**config.mk**
```make
export PLATFORM = sky130hd
export DESIGN_NAME = pla_eval_sched
export DESIGN_NICKNAME = d
export VERILOG_FILES = /design/src/rtl/pla_eval_sched.sv
export SDC_FILE = /design/constraint.sdc
export NUM_CORES = 1
export LEC_CHECK = 0
export BUFFER_PORTS_ARGS = -buffer_cell sky130_fd_sc_hd__buf_2
export CORE_MARGIN = 3
export CORE_UTILIZATION = 45
export DETAILED_ROUTE_END_ITERATION = 10
export HOLD_SLACK_MARGIN = 0.03
export PLACE_DENSITY = 0.73
export SKIP_CTS_REPAIR_TIMING = 1
export SLEW_MARGIN = 5
export SYNTH_ARGS = -nofsm -noshare
export SYNTH_HDL_FRONTEND = slang
export SYNTH_SLANG_ARGS = --single-unit
```
**constraint.sdc**
```tcl
create_clock -name clk -period 2.8 [get_ports clk]
set_clock_uncertainty 0.05 [all_clocks]
set_input_delay 0.56 -clock clk [delete_from_list [all_inputs] [get_ports clk]]
set_output_delay 0.56 -clock clk [all_outputs]
set_load 0.1 [all_outputs]
```
**src/rtl/pla_eval_sched.sv**
```systemverilog
// Scheduler for an external combinational PLA: registers the stimulus, waits a fixed settle
// time, captures the response, and folds every captured response into an 18-bit MISR.
module pla_eval_sched #(
  parameter int          SETTLE_CYCLES = 2,
  parameter int          CNT_W         = 16,
  parameter logic [17:0] POLY          = 18'h00081
) (
  input  logic             clk,
  input  logic             rst,
  input  logic             in_valid,
  output logic             in_ready,
  input  logic [24:0]      in_data,
  output logic [24:0]      pla_in,
  input  logic [17:0]      pla_out,
  output logic             out_valid,
  input  logic             out_ready,
  output logic [17:0]      out_data,
  input  logic             sig_clr,
  output logic [17:0]      signature,
  output logic [CNT_W-1:0] vec_count,
  output logic             busy
);

  // state  | meaning
  // IDLE   | no vector in flight, ready for stimulus
  // SETTLE | pla_in driven, waiting for the PLA to settle
  // OUT    | response captured, waiting for the consumer
  typedef enum logic [1:0] {
    IDLE   = 2'd0,
    SETTLE = 2'd1,
    OUT    = 2'd2
  } state_t;

  localparam logic [3:0]       SETTLE_LOAD = 4'(SETTLE_CYCLES - 1);
  localparam logic [CNT_W-1:0] CNT_ONE     = {{(CNT_W-1){1'b0}}, 1'b1};

  state_t           state_q, state_d;
  logic [3:0]       cnt_q, cnt_d;
  logic [24:0]      pla_in_q, pla_in_d;
  logic             out_valid_q, out_valid_d;
  logic [17:0]      out_data_q, out_data_d;
  logic [17:0]      sig_q, sig_d;
  logic [CNT_W-1:0] vec_count_q, vec_count_d;

  logic accept;
  logic capture;
  logic [17:0] sig_base;

  assign in_ready = (state_q == IDLE) || ((state_q == OUT) && out_ready);
  assign accept   = in_valid && in_ready;
  assign capture  = (state_q == SETTLE) && (cnt_q == 4'd0);

  // A clear on the capture edge folds the new response into a zeroed register.
  assign sig_base = sig_clr ? 18'h00000 : sig_q;

  always_comb begin
    state_d     = state_q;
    cnt_d       = cnt_q;
    pla_in_d    = pla_in_q;
    out_valid_d = out_valid_q;
    out_data_d  = out_data_q;
    sig_d       = sig_q;
    vec_count_d = vec_count_q;

    unique case (state_q)
      IDLE: begin
        if (accept) begin
          pla_in_d = in_data;
          cnt_d    = SETTLE_LOAD;
          state_d  = SETTLE;
        end
      end
      SETTLE: begin
        if (cnt_q != 4'd0) begin
          cnt_d = cnt_q - 4'd1;
        end else begin
          out_data_d  = pla_out;
          out_valid_d = 1'b1;
          state_d     = OUT;
        end
      end
      OUT: begin
        if (out_ready) begin
          out_valid_d = 1'b0;
          if (accept) begin
            pla_in_d = in_data;
            cnt_d    = SETTLE_LOAD;
            state_d  = SETTLE;
          end else begin
            state_d = IDLE;
          end
        end
      end
      default: state_d = IDLE;
    endcase

    if (capture) begin
      sig_d = (sig_base << 1) ^ (sig_base[17] ? POLY : 18'h00000) ^ pla_out;
      if (vec_count_q != {CNT_W{1'b1}}) begin
        vec_count_d = vec_count_q + CNT_ONE;
      end
    end else if (sig_clr) begin
      sig_d = 18'h00000;
    end
  end

  always_ff @(posedge clk or posedge rst) begin
    if (rst) begin
      state_q     <= IDLE;
      cnt_q       <= 4'd0;
      pla_in_q    <= 25'd0;
      out_valid_q <= 1'b0;
      out_data_q  <= 18'd0;
      sig_q       <= 18'd0;
      vec_count_q <= '0;
    end else begin
      state_q     <= state_d;
      cnt_q       <= cnt_d;
      pla_in_q    <= pla_in_d;
      out_valid_q <= out_valid_d;
      out_data_q  <= out_data_d;
      sig_q       <= sig_d;
      vec_count_q <= vec_count_d;
    end
  end

  assign pla_in    = pla_in_q;
  assign out_valid = out_valid_q;
  assign out_data  = out_data_q;
  assign signature = sig_q;
  assign vec_count = vec_count_q;
  assign busy      = (state_q != IDLE);

endmodule

```
* Word level (Yosys, flattened, before mapping) *
Index checks and enable logic that the tools add are counted.

storage, ports and cells
  memories kept = 0
  output and inout bits = 80
  register bits after elaboration = 84
  bits in writable memories = 0
  input bits = 48
  bits in latches = 0
  ROM bits = 0

operators by class
  magnitude comparators = 0
  reduce and logical (&&, ||, !) cells = 17
  bitwise operators = 3
  $add $sub $neg = 2
  div/mod/pow operators = 0
  multiplexer cells = 18
  multipliers = 0
  shift-type cells = 0
  equality and inequality tests = 7

operators with widths
  operator                 number
  $mux W25                 2
  $pmux W25 S2             1
  $mux W18                 2
  $xor A18 B18 Y18         1
  $xor A18 B8 Y18          1
  $add A16 B1 Y16 const B  1
  $ne A16 B16 Y1 const B   1
  $mux W4                  3
  $pmux W4 S3              1
  $reduce_and A3 Y1        3
  $mux W8                  1
  $mux W2                  3
  $ne A2 B2 Y1 const B     3
  $pmux W2 S3              1
  $reduce_and A2 Y1        3
  $reduce_bool A2 Y1       3
  $logic_not A4 Y1         1
  $reduce_bool A4 Y1       1
  $sub A4 B1 Y4 const B    1
  $logic_and A1 B1 Y1      3
  $mux W1                  3
  $reduce_bool A3 Y1       1
  $eq A2 B1 Y1 const B     1
  $eq A2 B2 Y1 const B     1
  5 further kinds          5

* Depth between registers and ports, before layout *
Gate-level depths: netlist of run 1.

  word-level depth = 7
  depth in mapped cells = 8
  depth with buffers taken out = 6

* Least setup slack after synthesis of run 1 *
Ideal clock, no wire load.

  kind = input port to output port
  from = input port out_ready
  to = output port in_ready
  cell stages on the path = 2
  slack = 330 ps
  path buffers = 0
  required time = 2190 ps
  arrival = 1860 ps
  cell sequence = nor2b_1 > nor2_1

between the ends
  word-level cells in the longest chain between the ends = 2

ends and longest elaborated chain
  what                 line  RTL
  from (decl)          16    input logic out_ready,
  $logic_and A1 B1 Y1  49    assign in_ready = (state_q == IDLE) || ((state_q == OUT) && out_ready);
  $logic_or A1 B1 Y1   49
  to (decl)            11    output logic in_ready,

No other way between the ends.

* Worst setup path in the final report of run 1 *
  from = register state_q[1]
  to = output port in_ready

between the ends
  word-level cells in the longest chain between the ends = 3
  elaborated cells between the ends (all ways) = 4
  classes of those cells = eq/ne (1); reduce/logical (3)

ends and longest elaborated chain
  what                    line  RTL
  from (decl)             37    state_t state_q, state_d;
  from (signal assigned)  117   state_q <= state_d;
  $eq A2 B2 Y1            49
  $logic_and A1 B1 Y1     49
  $logic_or A1 B1 Y1 (*)  49

Every way passes the cells marked *; elsewhere a longest branch is shown, timed or not.

==> results of run 1 <==
[cell usage in the layout (no fill, tap or decap), drive strengths merged, types with 10 or more instances in the layout]
| cell type | netlist | routed |
|---|---|---|
| dfrtp | 84 | 84 |
| buf | 10 | 131 |
| mux2i | 18 | 18 |
| o21ai | 18 | 18 |
| mux2 | 45 | 45 |
| xor2 | 13 | 13 |
| clkbuf | 5 | 10 |
| inv | 21 | 20 |
| o22ai | 19 | 19 |
| nor2 | 26 | 26 |
[per-layer routing]
metal,wire [µm],vias up,GRT usage
met2,4290,70,0.308
met4,116,0,0.0692
met5,0,-,0
met3,394,8,0.0393
met1,3530,1441,0.222
li1,-,1377,-
[flip-flops by register name, summed over array words and instances, names as in the netlist]
name,cells
out_data,18
out_valid,1
cnt_q,4
vec_count,16
pla_in,25
signature,18
state_q,2
[worst max-delay path by stage]
stage / cells past startpoint / startpoint / to
2_1_floorplan: 1 / rst / cnt_q[0]
3_3_place_gp: 6 / cnt_q[0] / out_data[5]
3_5_place_dp: 6 / cnt_q[0] / out_data[8]
4_1_cts: 3 / state_q[1] / in_ready
5_1_grt: 6 / cnt_q[0] / out_data[8]
6_report: 3 / state_q[1] / in_ready
[layout make-up]
cell class / count / area [µm²]
timing repair buffer: 131 / 678
fill: 699 / 3230
inverter: 21 / 80.1
clock buffer: 10 / 128
tap: 102 / 128
sequential: 84 / 2100
clock inverter: 3 / 65.1
multi-input combinational: 201 / 1550
[cell families after synthesis]
logic type,Yosys count,synth area share
buffers and inverters,36,0.0427
flip-flops,84,0.551
adder cells (fa/ha/maj),3,0.00984
XOR/XNOR,17,0.0390
AO/OA/AOI/OAI,44,0.0676
multiplexers,63,0.180
AND/OR/NAND/NOR,74,0.110
[per-stage QoR]
| stage | hold slack, ps | util | cells | instance area (µm²) | setup slack (ps) |
|---|---|---|---|---|---|
| 2_1_floorplan | 416 | - | 321 | 3810 | 24.9 |
| 4_1_cts | 246 | 0.594 | 552 | 4730 | 651 |
| 5_1_grt | 266 | 0.594 | 552 | 4730 | 567 |
| 3_3_place_gp | 432 | 0.570 | 539 | 4540 | 819 |
| 3_5_place_dp | 436 | 0.570 | 539 | 4540 | 734 |
| 6_report | 236 | 0.594 | 552 | 4730 | 668 |
[critical path: cells and delay by family, from the launching register on]
| kind | cells | cell delay [ps] |
|---|---|---|
| buf+inv | 1 | 430 |
| flops | 1 | 450 |
| simple gates | 2 | 300 |
==> impl_metrics.ini, run 1 <==
[worst_hold_path]
hold_path.class = input pin to asynchronous set/reset pin

[synthesis]
synthesis.yosys.warnings = 0
synth.net_count = 372
synth_top_flop_cell = sky130_fd_sc_hd__dfrtp_1
yosys.area.top_type_share = 0.551
netlist_top_cells_count = sky130_fd_sc_hd__dfrtp_1 (84), sky130_fd_sc_hd__mux2_2 (44), sky130_fd_sc_hd__nor2_1 (26)
ys_ff_latch = 84
mappedNetlistArea_um2 = 3810
seq_area_frac_synth = 0.551
post_synth_inst_count = 321
syn_avg_cell_area_um2 = 11.9
ys_async_sr_fraction = 1.00
synth_top_cells_by_area = sky130_fd_sc_hd__dfrtp_1 (55%), sky130_fd_sc_hd__mux2_2 (13%), sky130_fd_sc_hd__mux2i_1 (4.7%), sky130_fd_sc_hd__o22ai_1 (3.1%), sky130_fd_sc_hd__xor2_1 (3.0%)
synth_most_common_cell = sky130_fd_sc_hd__dfrtp_1
synth_largest_area_cell = sky130_fd_sc_hd__dfrtp_1
yosys.cell_types.count = 38
synth-edff-count = 0

[sta]
period_needed_ps = 2130
final-max-slew-violation-count = 0
relSlewSlack = 0.557
timing.final.hold_violations = 0
rsz0062_at_grt = no
timing.final.crit_share = 0.761
setup_viol = 0
totalNegativeSetupSlack_ps = 0
worst_margin_pin_slew_ps = 663
fmaxAchievable_mhz = 469

[drt]
totalWireLength_um = 8330
postRouteAntennaNets = 0
route.detailed.wl_per_inst_um = 15.1
post_detailed_route_via_to_cell_ratio = 5.25
route.vias.total = 2896
detail_route.iter0.violations = 90
drc = 0
drtPass1Iterations = 4

[status]
run_status = completed

[critical_path]
worstSetupPathType = flip-flop to primary output
setup.worst_path.start_class = flip-flop
critPathMaxFanout = 5
crit_slowest_cell = sky130_fd_sc_hd__dfrtp_1
critical_path.cell_chain = nor2b_1 -> nor2_1 -> buf_2
timing.critical_path.arrival_ps = 1520
cp.required_ps = 2190
reg_to_reg_endpoint = out_data[8]
worst_r2r_path_depth = 6
crit_path_max_incr_delay_ps = 450
setup.worst_path.end_class = primary output
r2r-start = cnt_q[0]
r2r_slack_ps = 740

[placement]
place_hpwl_um = 6000
io_buffers = 127
last_weighted_congestion_value_of_the_routability_driven_placer = 0.787

[die]
design.portCount = 128
core_area_um2 = 7970
initial_utilization = 0.479
placement_rows = 32
fp.dieArea_um2 = 9620
die_h_um = 98.1
die_w_um = 98.1

[final_layout]
diodes = 0
area_growth_syn_to_layout_pct = 24.1
fraction_of_layout_cells_with_a_size_suffix_above_1 = 0.438
nets = 499

[clocking]
tritoncts.num_buffers = 9
clock_sink_count = 84
cts-root-buf = sky130_fd_sc_hd__clkbuf_8
cts_tree = yes
cts.reportedPaths.clkPinSlew_ps = 80
clk_latency_ps = 340
cts-root-to-sink-buffers = 2
cts.htree.levels = 3

[run]
timing.max_cap.violations = 0

[global_route]
global_route_total_overflow = 0
grt_pass1_wl_um = 14200
grt_usage = 0.180
grt_pass1_vias = 2969
grt_start_max_net_pins = 49
number_of_antenna_violations_at_the_first_check_in_global_routing = 0
Power of run 1 is not shown: default switching activity piles up to over one toggle a cycle in this logic, so the estimate is an artifact.
==> run 2: changes to the inputs <==
Settings changed: CORE_UTILIZATION 45 to 50, PLACE_DENSITY 0.73 to 0.77.
Clock period 2.8 ns to 2.1 ns, I/O delays scaled along.
==> run 2 against run 1 <==
Die area down 9.4%. First-iteration DRC count grew 17%. Via count shrank 0.76%. Routed wire length shrank 0.34%. Core utilization up 6.7 points. Non-clock buffer count rose by 4. Design area is 2.3% higher. Critical endpoint unchanged. Highest routed layer unchanged.
==> impl_metrics.ini, run 2 (synthesized netlist as in run 1, its figures left out) <==
[status]
run_status = completed

[sta]
relSlewSlack = 0.581
setup_viol = 0
worst_margin_pin_slew_ps = 629
period_needed_ps = 1970
timing.final.crit_share = 0.937
fmaxAchievable_mhz = 508
totalNegativeSetupSlack_ps = 0
timing.final.hold_violations = 0
final-max-slew-violation-count = 0

[final_layout]
largest_register_ff_count = 25
sequential_cell_area_um2 = 2120
area_growth_syn_to_layout_pct = 27.0
final.fill_count = 587
most_used_cells_in_the_layout_excluding_fill_and_tap_cells = sky130_fd_sc_hd__buf_2 (127), sky130_fd_sc_hd__dfrtp_1 (70), sky130_fd_sc_hd__mux2_2 (44)
multiInputGateArea_um2 = 1570
diodes = 0
fraction_of_layout_cells_with_a_size_suffix_above_1 = 0.484
mostFrequentLayoutCell = sky130_fd_sc_hd__buf_2
nets = 503

[clocking]
cts-root-to-sink-buffers = 2
clock_sink_count = 84
cts-root-buf = sky130_fd_sc_hd__clkbuf_8
tritoncts.num_buffers = 9
cts.htree.levels = 3
clk_latency_ps = 340
cts_tree = yes
cts.reportedPaths.clkPinSlew_ps = 80

[critical_path]
r2r_slack_ps = 170
reg_to_reg_endpoint = signature[14]
worstSetupPathType = flip-flop to primary output
r2r-start = cnt_q[0]
cp.required_ps = 1630
setup.worst_path.start_class = flip-flop
timing.critical_path.arrival_ps = 1500
worst_r2r_path_depth = 7
setup.worst_path.end_class = primary output
critPathMaxFanout = 5

[die]
initial_utilization = 0.520
fp.dieArea_um2 = 8710
die_w_um = 93.3
placement_rows = 31
core_area_um2 = 7330
design.portCount = 128
die_h_um = 93.3

[drt]
postRouteAntennaNets = 0
detail_route.iter0.violations = 105
post_detailed_route_via_to_cell_ratio = 5.17
route.detailed.wl_per_inst_um = 14.9
route.vias.total = 2874
totalWireLength_um = 8300
drc = 0
drtPass1Iterations = 4

[placement]
io_buffers = 127
last_weighted_congestion_value_of_the_routability_driven_placer = 0.787
place_hpwl_um = 5980

[worst_hold_path]
hold_path.class = input pin to asynchronous set/reset pin

[global_route]
grt_start_max_net_pins = 52
grt_pass1_vias = 2974
global_route_total_overflow = 0
number_of_antenna_violations_at_the_first_check_in_global_routing = 0
grt_pass1_wl_um = 14000
grt_usage = 0.202

[run]
timing.max_cap.violations = 0
## run 2: cell types whose count changed in the layout (fill, tap and decap cells not counted), sizes merged
cell / before / now
clkbuf: 10 / 11
bufinv: 2 / 3
clkinvlp: 0 / 1
buf: 131 / 135
## run 2: how the worst max path moves through the flow
| stage | start | to | slack, ps | depth (start not counted) |
|---|---|---|---|---|
| after floorplan | vec_count[2] | vec_count[1] | 20 | 4 |
| after detailed placement | cnt_q[0] | signature[14] | 190 | 7 |
| after CTS | state_q[1] | in_ready | 90 | 3 |
| final | state_q[1] | in_ready | 130 | 3 |
| after global routing | cnt_q[1] | vec_count[13] | -4 | 6 |
| after global placement | cnt_q[0] | out_data[5] | 250 | 6 |
## run 2: routing by layer
metal	track usage	vias to the layer above	part of all wire
met5	0	-	0
met1	0.250	1411	0.42
met3	0.0523	7	0.046
met4	0.0476	0	0.0096
li1	-	1382	-
met2	0.353	74	0.53
## run 2: final cells by class
| class | instances | area share |
|---|---|---|
| flip-flops and latches | 84 | 0.437 |
| multi-input cells | 201 | 0.324 |
| repair buffers | 135 | 0.146 |
| clock buffers | 11 | 0.0292 |
| well taps | 99 | 0.0256 |
| clock inverters | 5 | 0.0207 |
| inverters | 21 | 0.0170 |
## run 2: per-stage QoR
stage	util	hold WS (ps)	instance area, µm²	std cells	worst slack [ps]
6_report	0.661	139	4840	556	133
4_1_cts	0.659	135	4830	556	92.0
2_1_floorplan	-	416	3840	321	22.3
3_5_place_dp	0.626	424	4590	540	186
3_3_place_gp	0.626	421	4590	540	254
5_1_grt	0.661	157	4840	556	-4.21
## run 2: critical path: stages, from the launching register on
cell,delay (ps)
sky130_fd_sc_hd__dfrtp_1,450
sky130_fd_sc_hd__nor2b_1,200
sky130_fd_sc_hd__nor2_2,80
sky130_fd_sc_hd__buf_2,430
Power of run 2 is left out for the same reason.
